--- config.mk ---
export PLATFORM = sky130hd
export DESIGN_NAME = regressive_timer
export DESIGN_NICKNAME = d
export VERILOG_FILES = /design/src/rtl/regressive_timer_pkg.sv /design/src/rtl/regressive_timer_digit.sv /design/src/rtl/regressive_timer.sv
export SDC_FILE = /design/constraint.sdc
export NUM_CORES = 1
export LEC_CHECK = 0
export CAP_MARGIN = 20
export CELL_PAD_IN_SITES_DETAIL_PLACEMENT = 2
export CELL_PAD_IN_SITES_GLOBAL_PLACEMENT = 2
export CORE_ASPECT_RATIO = 2
export CORE_MARGIN = 3
export CORE_UTILIZATION = 28
export CTS_BUF_LIST = sky130_fd_sc_hd__clkbuf_2
export DETAILED_ROUTE_END_ITERATION = 12
export GPL_ROUTABILITY_DRIVEN = 0
export GPL_TIMING_DRIVEN = 0
export PLACE_DENSITY_LB_ADDON = 0.15
export SETUP_SLACK_MARGIN = 0.1
export SKIP_CTS_REPAIR_TIMING = 1
export SYNTH_ARGS = -nofsm -noshare
export SYNTH_HDL_FRONTEND = slang
export SYNTH_SLANG_ARGS = --single-unit
--- constraint.sdc ---
create_clock -name clock -period 2.7 [get_ports clock]
set_input_delay 0.54 -clock clock [delete_from_list [all_inputs] [get_ports clock]]
set_output_delay 0.54 -clock clock [all_outputs]
set_load 0.02 [all_outputs]
--- src/rtl/regressive_timer_pkg.sv ---
// Shared types and constants for the MM:SS regressive timer.
package regressive_timer_pkg;

    // Timer control states; the encoding is fixed here so the top and any
    // debug tooling agree on it.
    typedef enum logic [1:0] {
        ST_IDLE    = 2'd0,
        ST_RUNNING = 2'd1,
        ST_PAUSED  = 2'd2,
        ST_DONE    = 2'd3
    } state_e;

    // Largest legal values of a plain decimal digit and of the seconds-tens digit.
    localparam int DIGIT_MAX    = 9;
    localparam int SEC_TENS_MAX = 5;

    // Bit positions of each BCD digit inside the 16-bit {MM,SS} word.
    localparam int DIGIT_W       = 4;
    localparam int SEC_UNITS_LSB = 0;
    localparam int SEC_TENS_LSB  = 4;
    localparam int MIN_UNITS_LSB = 8;
    localparam int MIN_TENS_LSB  = 12;

    // Clamp a loaded digit to its largest legal value.
    function automatic logic [3:0] sat_digit(input logic [3:0] value, input logic [3:0] max_value);
        logic [3:0] result;
        if (value > max_value) begin
            result = max_value;
        end else begin
            result = value;
        end
        return result;
    endfunction

endpackage

--- src/rtl/regressive_timer_digit.sv ---
// One BCD down-counting digit with saturating load and a combinational
// borrow output for chaining into the next more significant digit.
module bcd_down_digit
    import regressive_timer_pkg::*;
#(
    parameter int MAX_DIGIT = DIGIT_MAX
) (
    input  logic       clock,
    input  logic       reset,
    input  logic       dec_i,
    input  logic       load_i,
    input  logic [3:0] load_val_i,
    output logic [3:0] digit_o,
    output logic       borrow_o
);

    localparam logic [3:0] MAX_L = 4'(MAX_DIGIT);

    logic [3:0] digit_q;
    logic [3:0] digit_d;

    // Next digit value: load wins over decrement; decrementing 0 wraps to the max.
    always_comb begin
        digit_d = digit_q;
        if (load_i) begin
            digit_d = sat_digit(load_val_i, MAX_L);
        end else if (dec_i) begin
            if (digit_q == 4'd0) begin
                digit_d = MAX_L;
            end else begin
                digit_d = digit_q - 4'd1;
            end
        end else begin
            digit_d = digit_q;
        end
    end

    // Digit register with synchronous reset to zero.
    always_ff @(posedge clock) begin
        if (reset) begin
            digit_q <= 4'd0;
        end else begin
            digit_q <= digit_d;
        end
    end

    assign digit_o  = digit_q;
    assign borrow_o = dec_i && !load_i && (digit_q == 4'd0);

endmodule

--- src/rtl/regressive_timer.sv ---
// MM:SS countdown timer driven by a one-second tick; owns the control FSM,
// tick edge qualification and zero detection.
module regressive_timer
    import regressive_timer_pkg::*;
#(
    parameter int MAX_MIN_TENS = 9,
    parameter bit TICK_EDGE    = 1'b1
) (
    input  logic        clock,
    input  logic        reset,
    input  logic        tick,
    input  logic        load,
    input  logic        start,
    input  logic        pause,
    input  logic [15:0] preset_bcd,
    output logic [15:0] count_bcd,
    output logic        tick_enable,
    output logic        running,
    output logic        done
);

    state_e      state_q;
    state_e      state_d;
    logic        tick_q;
    logic        tick_acc_s;
    logic        dec_s;
    logic        borrow_su_s;
    logic        borrow_st_s;
    logic        borrow_mu_s;
    logic        underflow_s;
    logic [15:0] count_s;
    logic        count_zero_s;
    logic        count_one_s;
    logic        running_q;
    logic        tick_enable_q;
    logic        done_q;

    // Qualify the tick: either its rising edge or its level, per TICK_EDGE.
    always_comb begin
        if (TICK_EDGE) begin
            tick_acc_s = tick && !tick_q;
        end else begin
            tick_acc_s = tick;
        end
    end

    // A tick only counts while RUNNING and is dropped when load or pause coincide.
    assign dec_s = (state_q == ST_RUNNING) && tick_acc_s && !load && !pause;

    bcd_down_digit #(.MAX_DIGIT(DIGIT_MAX)) u_sec_units (
        .clock(clock), .reset(reset), .dec_i(dec_s), .load_i(load),
        .load_val_i(preset_bcd[SEC_UNITS_LSB +: DIGIT_W]),
        .digit_o(count_s[SEC_UNITS_LSB +: DIGIT_W]), .borrow_o(borrow_su_s)
    );

    bcd_down_digit #(.MAX_DIGIT(SEC_TENS_MAX)) u_sec_tens (
        .clock(clock), .reset(reset), .dec_i(borrow_su_s), .load_i(load),
        .load_val_i(preset_bcd[SEC_TENS_LSB +: DIGIT_W]),
        .digit_o(count_s[SEC_TENS_LSB +: DIGIT_W]), .borrow_o(borrow_st_s)
    );

    bcd_down_digit #(.MAX_DIGIT(DIGIT_MAX)) u_min_units (
        .clock(clock), .reset(reset), .dec_i(borrow_st_s), .load_i(load),
        .load_val_i(preset_bcd[MIN_UNITS_LSB +: DIGIT_W]),
        .digit_o(count_s[MIN_UNITS_LSB +: DIGIT_W]), .borrow_o(borrow_mu_s)
    );

    bcd_down_digit #(.MAX_DIGIT(MAX_MIN_TENS)) u_min_tens (
        .clock(clock), .reset(reset), .dec_i(borrow_mu_s), .load_i(load),
        .load_val_i(preset_bcd[MIN_TENS_LSB +: DIGIT_W]),
        .digit_o(count_s[MIN_TENS_LSB +: DIGIT_W]), .borrow_o(underflow_s)
    );

    // The only value that decrements to 0000 is 0001, so that is the
    // "reaches zero this tick" condition.
    assign count_zero_s = (count_s == 16'h0000);
    assign count_one_s  = (count_s == 16'h0001);

    // Next-state logic with command priority load > pause > start > tick.
    // An underflow out of min_tens cannot happen while RUNNING; if it ever
    // did, the timer parks in DONE rather than keep counting garbage.
    always_comb begin
        state_d = state_q;
        if (load) begin
            state_d = ST_IDLE;
        end else begin
            case (state_q)
                ST_IDLE, ST_PAUSED: begin
                    if (start && !pause) begin
                        if (count_zero_s) begin
                            state_d = ST_DONE;
                        end else begin
                            state_d = ST_RUNNING;
                        end
                    end else begin
                        state_d = state_q;
                    end
                end
                ST_RUNNING: begin
                    if (pause) begin
                        state_d = ST_PAUSED;
                    end else if (dec_s && (count_one_s || underflow_s)) begin
                        state_d = ST_DONE;
                    end else begin
                        state_d = state_q;
                    end
                end
                ST_DONE: begin
                    state_d = ST_DONE;
                end
                default: begin
                    state_d = ST_IDLE;
                end
            endcase
        end
    end

    // State, tick history and registered output decodes.
    always_ff @(posedge clock) begin
        if (reset) begin
            state_q       <= ST_IDLE;
            tick_q        <= 1'b0;
            running_q     <= 1'b0;
            tick_enable_q <= 1'b0;
            done_q        <= 1'b0;
        end else begin
            state_q       <= state_d;
            tick_q        <= tick;
            running_q     <= (state_d == ST_RUNNING);
            tick_enable_q <= (state_d == ST_RUNNING);
            done_q        <= (state_d == ST_DONE);
        end
    end

    assign count_bcd   = count_s;
    assign tick_enable = tick_enable_q;
    assign running     = running_q;
    assign done        = done_q;

endmodule

==> run summary, run 1 <==
RUN STATUS
----------------------------------------------------------------------------------------
Status .................................................................... finished clean

ROUTING
----------------------------------------------------------------------------------------
Number of DRC violations after detailed routing ...........................            0
WL per Instance ...........................................................     19.34 um
Number of DRC markers after the initial detailed-route iteration ..........           21
Detail-routed via count per cell ..........................................        5.867
Detailed-route wire length ................................................      4661 um
Number of nets with antenna violations after detailed routing .............            0
DR vias ...................................................................         1414
Total iterations of the first detailed-routing run ........................            4

GRT
----------------------------------------------------------------------------------------
Largest net degree at the start of global routing .........................           13
Global-route wire length before repair ....................................      7700 um
Number of antenna violations at the first check in global routing .........            0
Global route total overflow ...............................................            0
GRT Total Usage ...........................................................       19.60%
Vias in the first global route ............................................         1560

SYNTHESIS
----------------------------------------------------------------------------------------
Post-synth top flop .......................................................      dfxtp_1
Top-area cell type share of the netlist area ..............................       35.33%
Number of instances in the synthesized netlist ............................          147
Mapped Nets ...............................................................          169
Share of the synthesized area in compound gates (AO/OA/AOI/OAI) ...........       27.66%
Largest family of logic cells by synthesized area ......................... simple AND/OR/NAND/NOR gates
Post-synth EDFFs ..........................................................            0
Adder-cell share of the synthesized area ..................................           0%
Sequential share of the synthesized area ..................................       35.33%
Post-synthesis cell area ..................................................   1190 sq um
Synth warn ................................................................            0
Mean post-synth cell area .................................................  8.094 sq um
Number of synthesized register bits .......................................           21
Top area cells in the synthesized netlist ................................. dfxtp_1, nor2_1, a311oi_1
Largest area contributor in the netlist ...................................      dfxtp_1
Fraction of synthesized area in multiplexers ..............................           0%
Xor/xnor share of the synthesized area ....................................       2.208%
Area share of and/or/nand/nor cells after synthesis .......................       30.28%
Number of different library cells in the post-synthesis netlist ...........           44
Async set-or-reset flop fraction in the synthesized netlist ...............           0%

FLOORPLANNING
----------------------------------------------------------------------------------------
Core area .................................................................   3964 sq um
Die width .................................................................     52.10 um
Row count .................................................................           32
Vertical extent of the die ................................................     98.19 um
I/O Pins ..................................................................           41
Initial Util ..............................................................       30.02%
Die footprint .............................................................   5115 sq um

WORST SETUP PATH
----------------------------------------------------------------------------------------
Data arrival time at the worst-slack endpoint .............................      2.78 ns
Startpoint of the most critical register-to-register path ................. u_sec_units.digit_o[2]$_SDFFE_PP0P_
Type of the setup path with the least slack ...............................    in -> reg
Max FO, Critical Path .....................................................            6
Critical Path RT ..........................................................      2.98 ns
Critical Path Sink Type ...................................................         flop
Start point of the critical path ..........................................         tick
Type of origin of the critical path ....................................... primary input

LAYOUT
----------------------------------------------------------------------------------------
Fin cells .................................................................          241
Post-layout net count .....................................................          213
Share of the core filled with cells .......................................       42.11%
Final design area excluding fillers .......................................   1669 sq um
# fillers .................................................................          459
Fraction of final layout cells with drive strength greater than 1 .........       6.316%
Signed area change from the synthesized netlist to the final layout .......       40.27%
Commonest cells after routing, fill and taps aside ........................ clkdlybuf4s50_1, dfxtp_1, nor2_1
ANT cells .................................................................            0
Most common cell after layout, fill and taps aside ........................ clkdlybuf4s50_1

TIMING
----------------------------------------------------------------------------------------
Final period utilization ..................................................       92.81%
Shortest clock period the worst path allows after layout ..................     2.506 ns
Final setup vio count .....................................................            0
Setup repair after global routing missed its margin .......................        false
Slew at the pin with the worst max-slew slack .............................    0.6883 ns
Final hold violations .....................................................            0
Relative slew margins .....................................................       53.69%
Fmax ......................................................................    399.1 MHz
Max-slew violation total from the final report ............................            0
Clock Skew ................................................................  0.005773 ns

HOLD PATH
----------------------------------------------------------------------------------------
Critical hold path startpoint ............................................. u_sec_tens.digit_o[3]$_SDFFE_PP0P_
Hold Path Class ...........................................................   reg -> reg

PWR
----------------------------------------------------------------------------------------
Cell Pwr Density .......................................................... 412.9 nW/um^2
Share of total power in combinational logic ...............................        27.5%
Worst-case vdd ir drop ....................................................    0.2495 mV
Leakage power .............................................................    0.5603 nW
Cell Int Power ............................................................    0.4500 mW
Sequential share of power .................................................        51.0%
Clock network power share .................................................        21.5%
Switching portion of total power ..........................................       34.71%
NetSw .....................................................................    0.2392 mW

PLACEMENT
----------------------------------------------------------------------------------------
I/O Buffers ...............................................................           39
Dpl cell area .............................................................   1644 sq um
Number of placed instances, taps included .................................          237
Total half-perimeter wirelength after legalization and detailed placement .      3665 um

CLOCK TREE
----------------------------------------------------------------------------------------
Clock tree from TritonCTS .................................................          yes
CTS root buffer ...........................................................     clkbuf_2
Clock transition at the registers of the reported paths ...................      0.23 ns
Insertion delay to the later sink of the worst-skew pair ..................      0.36 ns
Number of clock sinks .....................................................           21
Max H-tree Level ..........................................................            1
TritonCTS Buffers .........................................................            3
Buffers from clock root to sink, at most ..................................            2

FLOW RUN
----------------------------------------------------------------------------------------
Max Cap Violations ........................................................            0

state kept, by name, indices dropped and copies added (netlist names):
signal               cells
u_sec_tens.digit_o       4
u_min_units.digit_o      4
state_q                  2
u_min_tens.digit_o       4
done                     1
tick_q                   1
tick_enable              1
u_sec_units.digit_o      4
final cells by class:
cell class	instances	area, sq um	share of cell area [%]
multi-input combinational	113	720.7	43.18
tap	51	63.81	3.823
sequential	21	420.4	25.19
buffer	6	27.53	1.649
clock buffer	3	15.01	0.8996
inverter	7	26.28	1.574
clock inverter	1	5.005	0.2999
timing repair buffer	39	390.4	23.39
power groups by stage:
stage	Sequential [mW]	Clock [mW]	Combinational, mW
after floorplan	0.368	0	0.0805
after global placement	0.354	0	0.182
after detailed placement	0.357	0	0.189
after CTS	0.351	0.149	0.191
after global routing	0.356	0.166	0.207
final	0.352	0.148	0.189
layer usage:
layer	track usage [%]	vias up	share of wire [%]
met5	0	-	0
li1	-	655	-
met1	20.94	714	35
met2	37.44	35	60
met4	7.071	0	2.4
met3	1.527	10	2.9
final timing paths:
path                            cells past startpoint                            endpoint  slack (ns)
worst max-delay path                                5  u_min_tens.digit_o[0]$_SDFFE_PP0P_        0.19
worst min-delay path                                1  u_sec_tens.digit_o[3]$_SDFFE_PP0P_        0.54
worst max register to register                      4  u_min_tens.digit_o[0]$_SDFFE_PP0P_        0.49
worst min register to register                      1  u_sec_tens.digit_o[3]$_SDFFE_PP0P_        0.54
through the flow:
stage / hold slack (ns) / setup WS, ns / power (mW) / setup TNS, ns
after floorplan: 0.5775 / 0.6693 / 0.4484 / 0
after global placement: 0.4982 / -0.06234 / 0.5360 / -0.06234
after detailed placement: 0.5231 / -0.2497 / 0.5459 / -0.3026
after CTS: 0.5492 / 0.1076 / 0.6904 / 0
after global routing: 0.5646 / 0.1043 / 0.7290 / 0
final: 0.5403 / 0.1941 / 0.6892 / 0
worst max-delay path: stages:
cell and delay (ns):
clkdlybuf4s50_1 0.51, nor3b_1 0.54, nand4_1 0.41, or3_1 0.46
a311oi_1 0.32
cells by family after synthesis:
logic type / Yosys count
xor+xnor: 3
flops: 21
compound gates: 45
simple gates: 65
buf+inv: 13
Yosys cell counts (2+ instances only):
cell	n
nand3_1	6
or3b_2	2
o2111ai_1	2
nor2_1	12
a31oi_1	3
nor4b_1	2
nor3_1	8
a221oi_1	2
nand4_1	4
xor2_1	2
inv_1	6
clkbuf_1	4
a211oi_1	2
or3_1	7
a311oi_1	5
o21ai_0	8
o31a_1	2
o31ai_1	2
nand3b_1	2
nor3b_1	2
nor4_1	4
a21oi_1	5
dfxtp_1	21
o21a_1	4
or2_2	2
o211ai_1	2
nand2_1	7
nand2b_1	3
Power figures use the tool's default switching activity.
==> run 2, diff against run 1 <==
- CTS_BUF_LIST: sky130_fd_sc_hd__clkbuf_2 -> sky130_fd_sc_hd__clkbuf_4 sky130_fd_sc_hd__clkbuf_8
==> run 2 against run 1 <==
Compared with the run above: combinational power is essentially flat; clock power grew 50%; sequential power is essentially flat.
==> run summary, run 2 (synthesized netlist as in run 1, its figures left out) <==
WORST SETUP PATH
----------------------------------------------------------------------------------------
Critical Path RT ..........................................................      2.87 ns
Type of the setup path with the least slack ...............................    in -> reg
Data arrival time at the worst-slack endpoint .............................      2.56 ns
Max FO, Critical Path .....................................................            6
Type of origin of the critical path ....................................... primary input
Critical Path Sink Type ...................................................         flop
Worst reg-to-reg path cell count ..........................................            4

FLOORPLANNING
----------------------------------------------------------------------------------------
Vertical extent of the die ................................................     98.19 um
I/O Pins ..................................................................           41
Row count .................................................................           32
Initial Util ..............................................................       30.02%
Die footprint .............................................................   5115 sq um
Die width .................................................................     52.10 um
Core area .................................................................   3964 sq um

TIMING
----------------------------------------------------------------------------------------
Final setup vio count .....................................................            0
Final hold violations .....................................................            0
Shortest clock period the worst path allows after layout ..................     2.388 ns
Max-slew violation total from the final report ............................            0
Final period utilization ..................................................       88.46%
Fmax ......................................................................    418.7 MHz
Setup repair after global routing missed its margin .......................        false
Clock Skew ................................................................  0.006819 ns
Sum of negative setup slack ...............................................         0 ns
Relative slew margins .....................................................       53.61%
Slew at the pin with the worst max-slew slack .............................    0.6895 ns

FLOW RUN
----------------------------------------------------------------------------------------
Max Cap Violations ........................................................            0

CLOCK TREE
----------------------------------------------------------------------------------------
Insertion delay to the later sink of the worst-skew pair ..................      0.27 ns
Number of clock sinks .....................................................           21
CTS root buffer ...........................................................     clkbuf_8
Clock tree from TritonCTS .................................................          yes
TritonCTS Buffers .........................................................            3
Clock transition at the registers of the reported paths ...................      0.09 ns
Max H-tree Level ..........................................................            1
Buffers from clock root to sink, at most ..................................            2

GRT
----------------------------------------------------------------------------------------
Global route total overflow ...............................................            0
Number of antenna violations at the first check in global routing .........            0
GRT Total Usage ...........................................................       19.99%
Largest net degree at the start of global routing .........................           13
Vias in the first global route ............................................         1549
Global-route wire length before repair ....................................      7817 um

LAYOUT
----------------------------------------------------------------------------------------
Commonest cells after routing, fill and taps aside ........................ clkdlybuf4s50_1, dfxtp_1, nor2_1
Signed area change from the synthesized netlist to the final layout .......       42.90%
Post-layout net count .....................................................          213
# fillers .................................................................          458
Most common cell after layout, fill and taps aside ........................ clkdlybuf4s50_1
Fraction of final layout cells with drive strength greater than 1 .........       6.842%
ANT cells .................................................................            0

PWR
----------------------------------------------------------------------------------------
Cell Int Power ............................................................    0.5190 mW
NetSw .....................................................................    0.2439 mW
Switching portion of total power ..........................................       31.97%
Share of total power in combinational logic ...............................        24.9%
Leakage power .............................................................    0.5716 nW
Clock network power share .................................................        29.1%
Worst-case vdd ir drop ....................................................    0.2354 mV
Sequential share of power .................................................        46.0%
Cell Pwr Density .......................................................... 448.6 nW/um^2
Overall power of the completed layout .....................................    0.7629 mW

ROUTING
----------------------------------------------------------------------------------------
DR vias ...................................................................         1387
Number of nets with antenna violations after detailed routing .............            0
Detail-routed via count per cell ..........................................        5.755
Number of DRC markers after the initial detailed-route iteration ..........           21
Total iterations of the first detailed-routing run ........................            4
Number of DRC violations after detailed routing ...........................            0
Detailed-route wire length ................................................      4722 um
WL per Instance ...........................................................     19.59 um

HOLD PATH
----------------------------------------------------------------------------------------
Hold Path Class ...........................................................   reg -> reg
Instance count along the most critical hold path ..........................            1

PLACEMENT
----------------------------------------------------------------------------------------
Total half-perimeter wirelength after legalization and detailed placement .      3665 um
I/O Buffers ...............................................................           39

RUN STATUS
----------------------------------------------------------------------------------------
Status .................................................................... finished clean

==> run 2: cell counts in the layout (fill, tap and decap cells not counted) <==
Identical to the previous run, type by type.
==> run 2: power groups by stage <==
stage	registers (mW)	clock network (mW)	logic, mW
2_1_floorplan	0.368	0	0.0805
3_3_place_gp	0.354	0	0.182
3_5_place_dp	0.357	0	0.189
4_1_cts	0.350	0.222	0.191
5_1_grt	0.354	0.241	0.208
6_report	0.351	0.222	0.190
==> run 2: metrics by stage <==
stage	cell area (sq um)	hold slack (ns)	util, %	instances	setup WS (ns)
after floorplan	1190	0.5775	-	147	0.6693
after global placement	1644	0.4982	41.48	237	-0.06234
after detailed placement	1644	0.5231	41.48	237	-0.2497
after CTS	1690	0.5363	42.65	241	-0.007729
after global routing	1700	0.5509	42.90	241	0.1721
final	1700	0.5287	42.90	241	0.3117
==> run 2: metal layers <==
layer  GRT usage (%)  vias up  share of wire (%)
met4           7.475        0                2.9
met5               0        -                  0
met2           38.02       30                 58
li1                -      656                  -
met3           1.527       13                2.0
met1           21.41      688                 37
==> run 2: cell type report <==
type,instances,area (sq um),share of cell area [%]
clock inverters,1,5.005,0.2943
inverters,7,26.28,1.545
clock buffers,3,41.29,2.428
multi-input cells,113,725.7,42.68
repair buffers,39,390.4,22.96
plain buffers,6,27.53,1.619
flip-flops and latches,21,420.4,24.72
well taps,51,63.81,3.753
==> run 2: critical path, cell delays in order <==
cell and delay, ns:
clkdlybuf4s50_1 0.49, nor3b_2 0.41, nand4_1 0.34, or3_1 0.45
a311oi_1 0.33
==> run 2: final timing paths <==
| kind | slack, ns | from | end |
|---|---|---|---|
| worst max-delay path | 0.31 | pause | u_min_tens.digit_o[0]$_SDFFE_PP0P_ |
| worst min-delay path | 0.53 | u_sec_tens.digit_o[3]$_SDFFE_PP0P_ | u_sec_tens.digit_o[3]$_SDFFE_PP0P_ |
| worst max register to register | 0.48 | u_sec_units.digit_o[2]$_SDFFE_PP0P_ | u_min_tens.digit_o[0]$_SDFFE_PP0P_ |
| worst min register to register | 0.53 | u_sec_tens.digit_o[3]$_SDFFE_PP0P_ | u_sec_tens.digit_o[3]$_SDFFE_PP0P_ |
